**src/rtl/id_ex_stage.sv**
```systemverilog
// ID/EX pipeline register for the RV32I core: load-use hazard detection, bubble
// insertion, redirect squash, WB-to-operand bypass and saturating event counters.
module id_ex_stage #(
    parameter int DW = 32,
    parameter int RW = 5,
    parameter int CW = 16
) (
    input  logic          clk,
    input  logic          rstn,
    input  logic          id_valid,
    input  logic [DW-1:0] id_pc,
    input  logic [DW-1:0] id_rs1_data,
    input  logic [DW-1:0] id_rs2_data,
    input  logic [DW-1:0] id_imm,
    input  logic [RW-1:0] id_rs1,
    input  logic [RW-1:0] id_rs2,
    input  logic [RW-1:0] id_rd,
    input  logic          id_use_rs1,
    input  logic          id_use_rs2,
    input  logic [2:0]    id_funct3,
    input  logic          id_RegWrite,
    input  logic          id_MemWrite,
    input  logic          id_MemRead,
    input  logic          id_ALUSrc,
    input  logic [4:0]    id_ALUOp,
    input  logic [4:0]    id_NPCOp,
    input  logic [1:0]    id_WDSel,
    input  logic          wb_RegWrite,
    input  logic [RW-1:0] wb_rd,
    input  logic [DW-1:0] wb_wd,
    input  logic          flush_i,
    output logic          stall_o,
    output logic          ex_valid,
    output logic [DW-1:0] ex_pc,
    output logic [DW-1:0] ex_rs1_data,
    output logic [DW-1:0] ex_rs2_data,
    output logic [DW-1:0] ex_imm,
    output logic [RW-1:0] ex_rs1,
    output logic [RW-1:0] ex_rs2,
    output logic [RW-1:0] ex_rd,
    output logic [2:0]    ex_funct3,
    output logic          ex_RegWrite,
    output logic          ex_MemWrite,
    output logic          ex_MemRead,
    output logic          ex_ALUSrc,
    output logic [4:0]    ex_ALUOp,
    output logic [4:0]    ex_NPCOp,
    output logic [1:0]    ex_WDSel,
    output logic [CW-1:0] stall_cnt,
    output logic [CW-1:0] flush_cnt
);

    localparam logic [CW-1:0] CNT_MAX = {CW{1'b1}};
    localparam logic [CW-1:0] CNT_ONE = {{(CW-1){1'b0}}, 1'b1};

    logic          r_ex_valid;
    logic [DW-1:0] r_ex_pc, r_ex_rs1_data, r_ex_rs2_data, r_ex_imm;
    logic [RW-1:0] r_ex_rs1, r_ex_rs2, r_ex_rd;
    logic [2:0]    r_ex_funct3;
    logic          r_ex_regwrite, r_ex_memwrite, r_ex_memread, r_ex_alusrc;
    logic [4:0]    r_ex_aluop, r_ex_npcop;
    logic [1:0]    r_ex_wdsel;
    logic [CW-1:0] r_stall_cnt, r_flush_cnt;

    logic          w_rs1_match, w_rs2_match, w_hazard, w_bubble;
    logic [DW-1:0] w_rs1_fwd, w_rs2_fwd;

    // Hazard only looks at registered EX state, so a bubble in EX cannot stall.
    assign w_rs1_match = id_use_rs1 && (id_rs1 == r_ex_rd);
    assign w_rs2_match = id_use_rs2 && (id_rs2 == r_ex_rd);
    assign w_hazard    = r_ex_valid && r_ex_memread && (r_ex_rd != '0) && id_valid
                         && (w_rs1_match || w_rs2_match);
    assign stall_o     = w_hazard && !flush_i;
    assign w_bubble    = flush_i || w_hazard || !id_valid;

    assign w_rs1_fwd = (wb_RegWrite && (wb_rd != '0) && (wb_rd == id_rs1)) ? wb_wd : id_rs1_data;
    assign w_rs2_fwd = (wb_RegWrite && (wb_rd != '0) && (wb_rd == id_rs2)) ? wb_wd : id_rs2_data;

    always_ff @(posedge clk or negedge rstn) begin
        if (!rstn) begin
            r_ex_valid    <= 1'b0;
            r_ex_pc       <= '0;
            r_ex_rs1_data <= '0;
            r_ex_rs2_data <= '0;
            r_ex_imm      <= '0;
            r_ex_rs1      <= '0;
            r_ex_rs2      <= '0;
            r_ex_rd       <= '0;
            r_ex_funct3   <= '0;
            r_ex_regwrite <= 1'b0;
            r_ex_memwrite <= 1'b0;
            r_ex_memread  <= 1'b0;
            r_ex_alusrc   <= 1'b0;
            r_ex_aluop    <= '0;
            r_ex_npcop    <= '0;
            r_ex_wdsel    <= '0;
            r_stall_cnt   <= '0;
            r_flush_cnt   <= '0;
        end else begin
            if (flush_i) begin
                if (r_flush_cnt != CNT_MAX) r_flush_cnt <= r_flush_cnt + CNT_ONE;
            end else if (w_hazard) begin
                if (r_stall_cnt != CNT_MAX) r_stall_cnt <= r_stall_cnt + CNT_ONE;
            end

            // A bubble is a full NOP writing x0, not just a cleared valid bit.
            if (w_bubble) begin
                r_ex_valid    <= 1'b0;
                r_ex_pc       <= '0;
                r_ex_rs1_data <= '0;
                r_ex_rs2_data <= '0;
                r_ex_imm      <= '0;
                r_ex_rs1      <= '0;
                r_ex_rs2      <= '0;
                r_ex_rd       <= '0;
                r_ex_funct3   <= '0;
                r_ex_regwrite <= 1'b0;
                r_ex_memwrite <= 1'b0;
                r_ex_memread  <= 1'b0;
                r_ex_alusrc   <= 1'b0;
                r_ex_aluop    <= '0;
                r_ex_npcop    <= '0;
                r_ex_wdsel    <= '0;
            end else begin
                r_ex_valid    <= 1'b1;
                r_ex_pc       <= id_pc;
                r_ex_rs1_data <= w_rs1_fwd;
                r_ex_rs2_data <= w_rs2_fwd;
                r_ex_imm      <= id_imm;
                r_ex_rs1      <= id_rs1;
                r_ex_rs2      <= id_rs2;
                r_ex_rd       <= id_rd;
                r_ex_funct3   <= id_funct3;
                r_ex_regwrite <= id_RegWrite;
                r_ex_memwrite <= id_MemWrite;
                r_ex_memread  <= id_MemRead;
                r_ex_alusrc   <= id_ALUSrc;
                r_ex_aluop    <= id_ALUOp;
                r_ex_npcop    <= id_NPCOp;
                r_ex_wdsel    <= id_WDSel;
            end
        end
    end

    assign ex_valid    = r_ex_valid;
    assign ex_pc       = r_ex_pc;
    assign ex_rs1_data = r_ex_rs1_data;
    assign ex_rs2_data = r_ex_rs2_data;
    assign ex_imm      = r_ex_imm;
    assign ex_rs1      = r_ex_rs1;
    assign ex_rs2      = r_ex_rs2;
    assign ex_rd       = r_ex_rd;
    assign ex_funct3   = r_ex_funct3;
    assign ex_RegWrite = r_ex_regwrite;
    assign ex_MemWrite = r_ex_memwrite;
    assign ex_MemRead  = r_ex_memread;
    assign ex_ALUSrc   = r_ex_alusrc;
    assign ex_ALUOp    = r_ex_aluop;
    assign ex_NPCOp    = r_ex_npcop;
    assign ex_WDSel    = r_ex_wdsel;
    assign stall_cnt   = r_stall_cnt;
    assign flush_cnt   = r_flush_cnt;

endmodule

```
**config.mk**
```make
export PLATFORM = sky130hd
export DESIGN_NAME = id_ex_stage
export DESIGN_NICKNAME = d
export VERILOG_FILES = /design/src/rtl/id_ex_stage.sv
export SDC_FILE = /design/constraint.sdc
export NUM_CORES = 1
export LEC_CHECK = 0
export CAP_MARGIN = 20
export CORE_AREA = 2 2 154 156
export CTS_CLUSTER_SIZE = 30
export DETAILED_ROUTE_END_ITERATION = 10
export DIE_AREA = 0 0 156 158
export PLACE_DENSITY = 0.77
export SKIP_CTS_REPAIR_TIMING = 1
export SLEW_MARGIN = 20
export SYNTH_ARGS = -nofsm -noshare
export SYNTH_HDL_FRONTEND = slang
export SYNTH_SLANG_ARGS = --single-unit
```
**constraint.sdc**
```tcl
create_clock -name clk -period 2 [get_ports clk]
set_clock_uncertainty 0.2 [all_clocks]
set_input_delay 0.4 -clock clk [delete_from_list [all_inputs] [get_ports clk]]
set_output_delay 0.4 -clock clk [all_outputs]
set_load 0.02 [all_outputs]
```
Word-level counts from Yosys, hierarchy flattened
Index checks and enable logic that the tools add are counted.
{"block": "totals", "ff_bits": 195, "inputBits": 206}
{"block": "classes", "n_bitwise": 1, "n_addsub": 2, "reduce_logical": 19, "n_mux": 18, "eq_ne": 6}
{"cell": "$mux 32", "count": 6}
{"cell": "$add 16x1->16 const B", "count": 2}
{"cell": "$ne 16x16->1 const B", "count": 2}
{"cell": "$mux 5", "count": 5}
{"cell": "$eq 5x5->1", "count": 4}
{"cell": "$logic_and 1x1->1", "count": 10}
{"cell": "$reduce_bool 5->1", "count": 2}
{"cell": "$mux 1", "count": 5}
{"cell": "$logic_or 1x1->1", "count": 3}
{"cell": "$mux 3", "count": 1}
{"cell": "$reduce_and 3->1", "count": 1}
{"cell": "$logic_not 1->1", "count": 2}
{"cell": "$mux 2", "count": 1}
{"cell": "$reduce_and 2->1", "count": 1}
{"cell": "$not 1->1", "count": 1}

Longest topological paths before layout
{"block": "logic_depth", "ltp_word": 7, "depth_mapped": 8, "mapped_depth_nobuf": 6}

Worst setup path after synthesis
OpenSTA, ideal clock, no wires.
{"block": "synth_timing", "path_kind": "register to register", "from": "reg r_stall_cnt[0] (netlist: stall_cnt[0])", "to": "reg r_stall_cnt[1] (netlist: stall_cnt[1])", "slack_ns": -0.160, "n_path_buf": 0, "required_time_ns": 1.675, "arrival_ns": 1.836, "period_less_slack_ns": 2.160, "stages_incl_launch_ff": 7, "path_cell_list": "dfrtp_1 ha_1 and3_1 and3_1 a41oi_2 nand3_1 mux2_2"}
{"block": "synth_between", "elab_chain_cells": 2, "word_cells_on_any_way": 3, "cone_classes": "add/sub: 1; eq/ne: 1; reduce/logical: 1"}
{"element": "start, declared", "line_no": "63", "source": "logic [CW-1:0] r_stall_cnt, r_flush_cnt;"}
{"element": "start signal, assigned", "line_no": "103", "source": "if (r_stall_cnt != CNT_MAX) r_stall_cnt <= r_stall_cnt + CNT_ONE;"}
{"element": "parallel branches: the longest is 2 deep, another holds $add 16x1->16"}
Parallel ways; which one is timed is not known.
A chain may end at the register's enable or synchronous reset.

Worst setup path after layout
{"block": "layout_timing", "from": "reg r_ex_rd[0] (netlist: ex_rd[0])", "to": "out stall_o"}
{"block": "layout_between", "elab_chain_cells": 5, "word_cells_on_any_way": 10, "cone_classes": "eq/ne: 2; reduce/logical: 8"}
{"element": "start, declared", "line_no": "58", "source": "logic [RW-1:0] r_ex_rs1, r_ex_rs2, r_ex_rd;"}
{"element": "start signal, assigned", "line_no": "132", "source": "r_ex_rd <= id_rd;"}
{"element": "$eq 5x5->1, or another cell as far along", "line_no": "69", "source": "assign w_rs1_match = id_use_rs1 && (id_rs1 == r_ex_rd);"}
{"element": "$logic_and 1x1->1, on equally long branches", "line_no": "69, 70, 71"}
{"element": "$logic_or 1x1->1 / $logic_and 1x1->1 (equally long branches)", "line_no": "72, 71"}
{"element": "$logic_and 1x1->1 *", "line_no": "72", "source": "&& (w_rs1_match || w_rs2_match);"}
{"element": "$logic_and 1x1->1 *", "line_no": "73", "source": "assign stall_o = w_hazard && !flush_i;"}
{"element": "end, declared", "line_no": "32", "source": "output logic stall_o,"}
Mark *: on every way between the ends. The rest lies on a longest branch, timed or not.

==> impl_metrics.csv <==
group,metric,value,unit
run_status,run_status,"finished, violations left",
run_status,failed_checks,"setup timing",
route,routed-wl-met2,13.7,mm
logic_synthesis,synthesis.instances,595,
logic_synthesis,dominantRegCellSynth,"dfrtp_1",
power_and_ir_drop,leakage_dissipation,8.66,nW
die,chipHeight,158,µm
global_routing,grt.total_usage,0.199,
critical_path,r2r_cells,8,
logic_synthesis,syn_area_per_cell,12.9,µm²
timing,fin_worst_hold_slack,164,ps
worst_hold_path,hold-path-cell-count,2,
route,detail-route-antenna-nets,0,
critical_path,worst-setup-path-type,"reg -> out",
timing,unrepaired_setup_endpoints_after_global_routing,"yes",
die,pin_count,402,
critical_path,setup_crit_end_kind,"output port",
global_routing,grt_start_max_net_pins,65,
logic_synthesis,synth-seq-area-share,0.634,
logic_synthesis,synth_commonest_cells,"195 x dfrtp_1, 99 x and2_1, 69 x nor2_1",
die,floorplan.core_area,23100,µm²
timing,report.final.slew_viol_count,0,
layout,final_util,0.606,
route,drc_errors,0,
timing,final_critical_path_setup_slack,-548,ps
critical_path,r2r_slack,-380,ps
power_and_ir_drop,pwr_density_cell,679,nW/µm²
cts,htree_levels,4,
critical_path,critPathArrivalTime,1950,ps
route,detail_route.iter0.violations,312,
layout,layout-drive-gt1-share,0.165,
timing,maximum_achievable_frequency,393,MHz
logic_synthesis,syn-cell-area,7690,µm²
placement,portBuffers,401,
cts,cts-root-to-sink-buffers,2,
logic_synthesis,post_synth_num_cell_types,34,
worst_hold_path,hold_class,"in -> reg",
timing,finalSetupViolCount,180,
logic_synthesis,async_flop_share,1.00,
route,avgRoutedWirePerCell,19.2,µm
cts,clk_root_buffer_cell,"clkbuf_16",
logic_synthesis,synth.ff_latch_count,195,
route,routed-wl-met3,2.40,mm
logic_synthesis,synth-edff-count,0,
route,route.vias.total,6318,
cts,clkTransAtPathRegs,70,ps
layout,final_area,14000,µm²
placement,minimum_setup_slack_after_placement,-1090,ps
placement,half_perimeter_wire_length_of_the_detailed_placement_result,19.2,mm
flow_run,maxCapViolations,0,
timing,slew_headroom,0.690,
cts,tritoncts_num_sinks,195,
route,top_signal_layer_used,"met4",
route,wirelength_met1,9.95,mm
logic_synthesis,synth.net_count,803,
route,drt-vias-per-instance,4.57,
logic_synthesis,yosys.area.top_type,"dfrtp_1",
timing,worst_slew_pin_slew,464,ps
logic_synthesis,yosysMostFrequentCell,"dfrtp_1",
timing,final_min_period_over_clock_period,1.27,
die,initial_utilization,0.334,
power_and_ir_drop,max-vdd-ir-drop,0.000558,V
timing,timing.final.crit_period,2550,ps
die,number_of_rows_created_at_floorplan,56,
critical_path,crit_fanout,3,
cts,tritoncts,"done",
logic_synthesis,synthTopCellsByArea,"dfrtp_1 63%, mux2i_1 8.3%, and2_1 8.1%",
power_and_ir_drop,totalPowerFinal,9.49,mW
placement,placed_cell_area,12600,µm²
cts,tritoncts.num_buffers,17,
layout,layout-area-overhead-vs-synth,81.6,%
die,design.die.area,24600,µm²
critical_path,critical_path_required,1400,ps
global_routing,grt_antenna_before_repair,6,
route,total_wire_length,26.5,mm
die,die-width,156,µm
route,detail_route.first_pass.iterations,4,
critical_path,start_kind,"flip-flop",
logic_synthesis,yosys.area.top_type_share,0.634,
logic_synthesis,synth_warnings,0,
cts,clkLatencyLatePin,420,ps
global_routing,vias_in_the_first_global_route,6540,
placement,gp_congestion,0.827,
layout,num-nets-final,1286,
global_routing,grt_pass1_wl,36.8,mm
global_routing,grt_overflow_total,0,
timing,hold_viol_final,0,
-- critical path, stage by stage, from the launching register on --
cell and delay (ps):
dfrtp_2 430, buf_12 130, or4_4 540, o211ai_4 200, nor3_2 70, buf_4 160
-- layer usage --
metal,vias up,GRT usage
li1,2939,-
met1,3060,0.223
met2,286,0.345
met3,33,0.0890
met4,0,0.0529
met5,-,0
-- cells by family (layout without fill, tap and decap cells) --
| logic type | count (synthesis) | count (layout) | synth area share |
|---|---|---|---|
| multiplexers | 69 | 69 | 0.0906 |
| other | 0 | 2 | 0 |
| AND/OR/NAND/NOR | 244 | 244 | 0.175 |
| buffers and inverters | 29 | 525 | 0.0315 |
| XOR/XNOR | 47 | 47 | 0.0535 |
| adder cells (fa/ha/maj) | 2 | 2 | 0.00325 |
| AO/OA/AOI/OAI | 9 | 9 | 0.0120 |
| flip-flops | 195 | 195 | 0.634 |
-- stage by stage --
step	TNS (ps)	instances
finish	-47420	1383
global route	-63090	1382
CTS	-51110	1366
detailed placement	-122640	1334
global placement	-120640	1334
floorplan	-320	595
-- worst paths after layout --
path / startpoint / endpoint
worst max-delay path: ex_rd[0]$_DFF_PN0_ / stall_o
worst max register to register: ex_rd[0]$_DFF_PN0_ / ex_rs2_data[16]$_DFF_PN0_
max in group asynchronous: rstn / ex_WDSel[0]$_DFF_PN0_
worst min-delay path: id_rs2[1] / ex_rs2[1]$_DFF_PN0_
worst min register to register: flush_cnt[7]$_DFFE_PN0P_ / flush_cnt[7]$_DFFE_PN0P_
min in group asynchronous: rstn / ex_rs1_data[13]$_DFF_PN0_
-- layout by cell type (no fill, tap or decap), types with 10 or more instances in the layout --
| master | n |
|---|---|
| and2_1 | 85 |
| and2_4 | 14 |
| and3_1 | 11 |
| buf_12 | 10 |
| buf_4 | 69 |
| clkbuf_16 | 22 |
| clkdlybuf4s50_1 | 220 |
| dfrtp_1 | 188 |
| dlymetal6s2s_1 | 178 |
| mux2i_1 | 61 |
| nand2_1 | 14 |
| nand3_1 | 14 |
| nand4_1 | 18 |
| nor2_1 | 60 |
| xnor2_1 | 38 |
-- final cells by class --
| class | instances | area, µm² |
|---|---|---|
| tap | 290 | 363 |
| timing repair buffer | 489 | 5350 |
| antenna | 2 | 5.00 |
| inverter | 3 | 16.3 |
| clock inverter | 15 | 189 |
| timing repair inverter | 1 | 6.26 |
| clock buffer | 17 | 425 |
| multi-input combinational | 371 | 2730 |
| sequential | 195 | 4890 |
| fill | 1871 | 9080 |
-- registers in the layout, indices dropped and copies added (netlist names) --
register	cells
ex_MemWrite	1
flush_cnt	16
ex_rs1_data	32
ex_valid	1
ex_rs2_data	32
ex_MemRead	1
ex_RegWrite	1
ex_WDSel	2
ex_ALUSrc	1
ex_rs2	5
ex_NPCOp	5
ex_imm	32
stall_cnt	16
ex_ALUOp	5
ex_funct3	3
ex_rd	5
ex_rs1	5
ex_pc	32
-- power by group --
group	switching, mW	total (mW)	internal, mW
clock network	1.76	3.47	1.71
registers	0.125	4.26	4.14
logic	0.792	1.77	0.973
No activity file was read; power rests on OpenSTA's default activity.
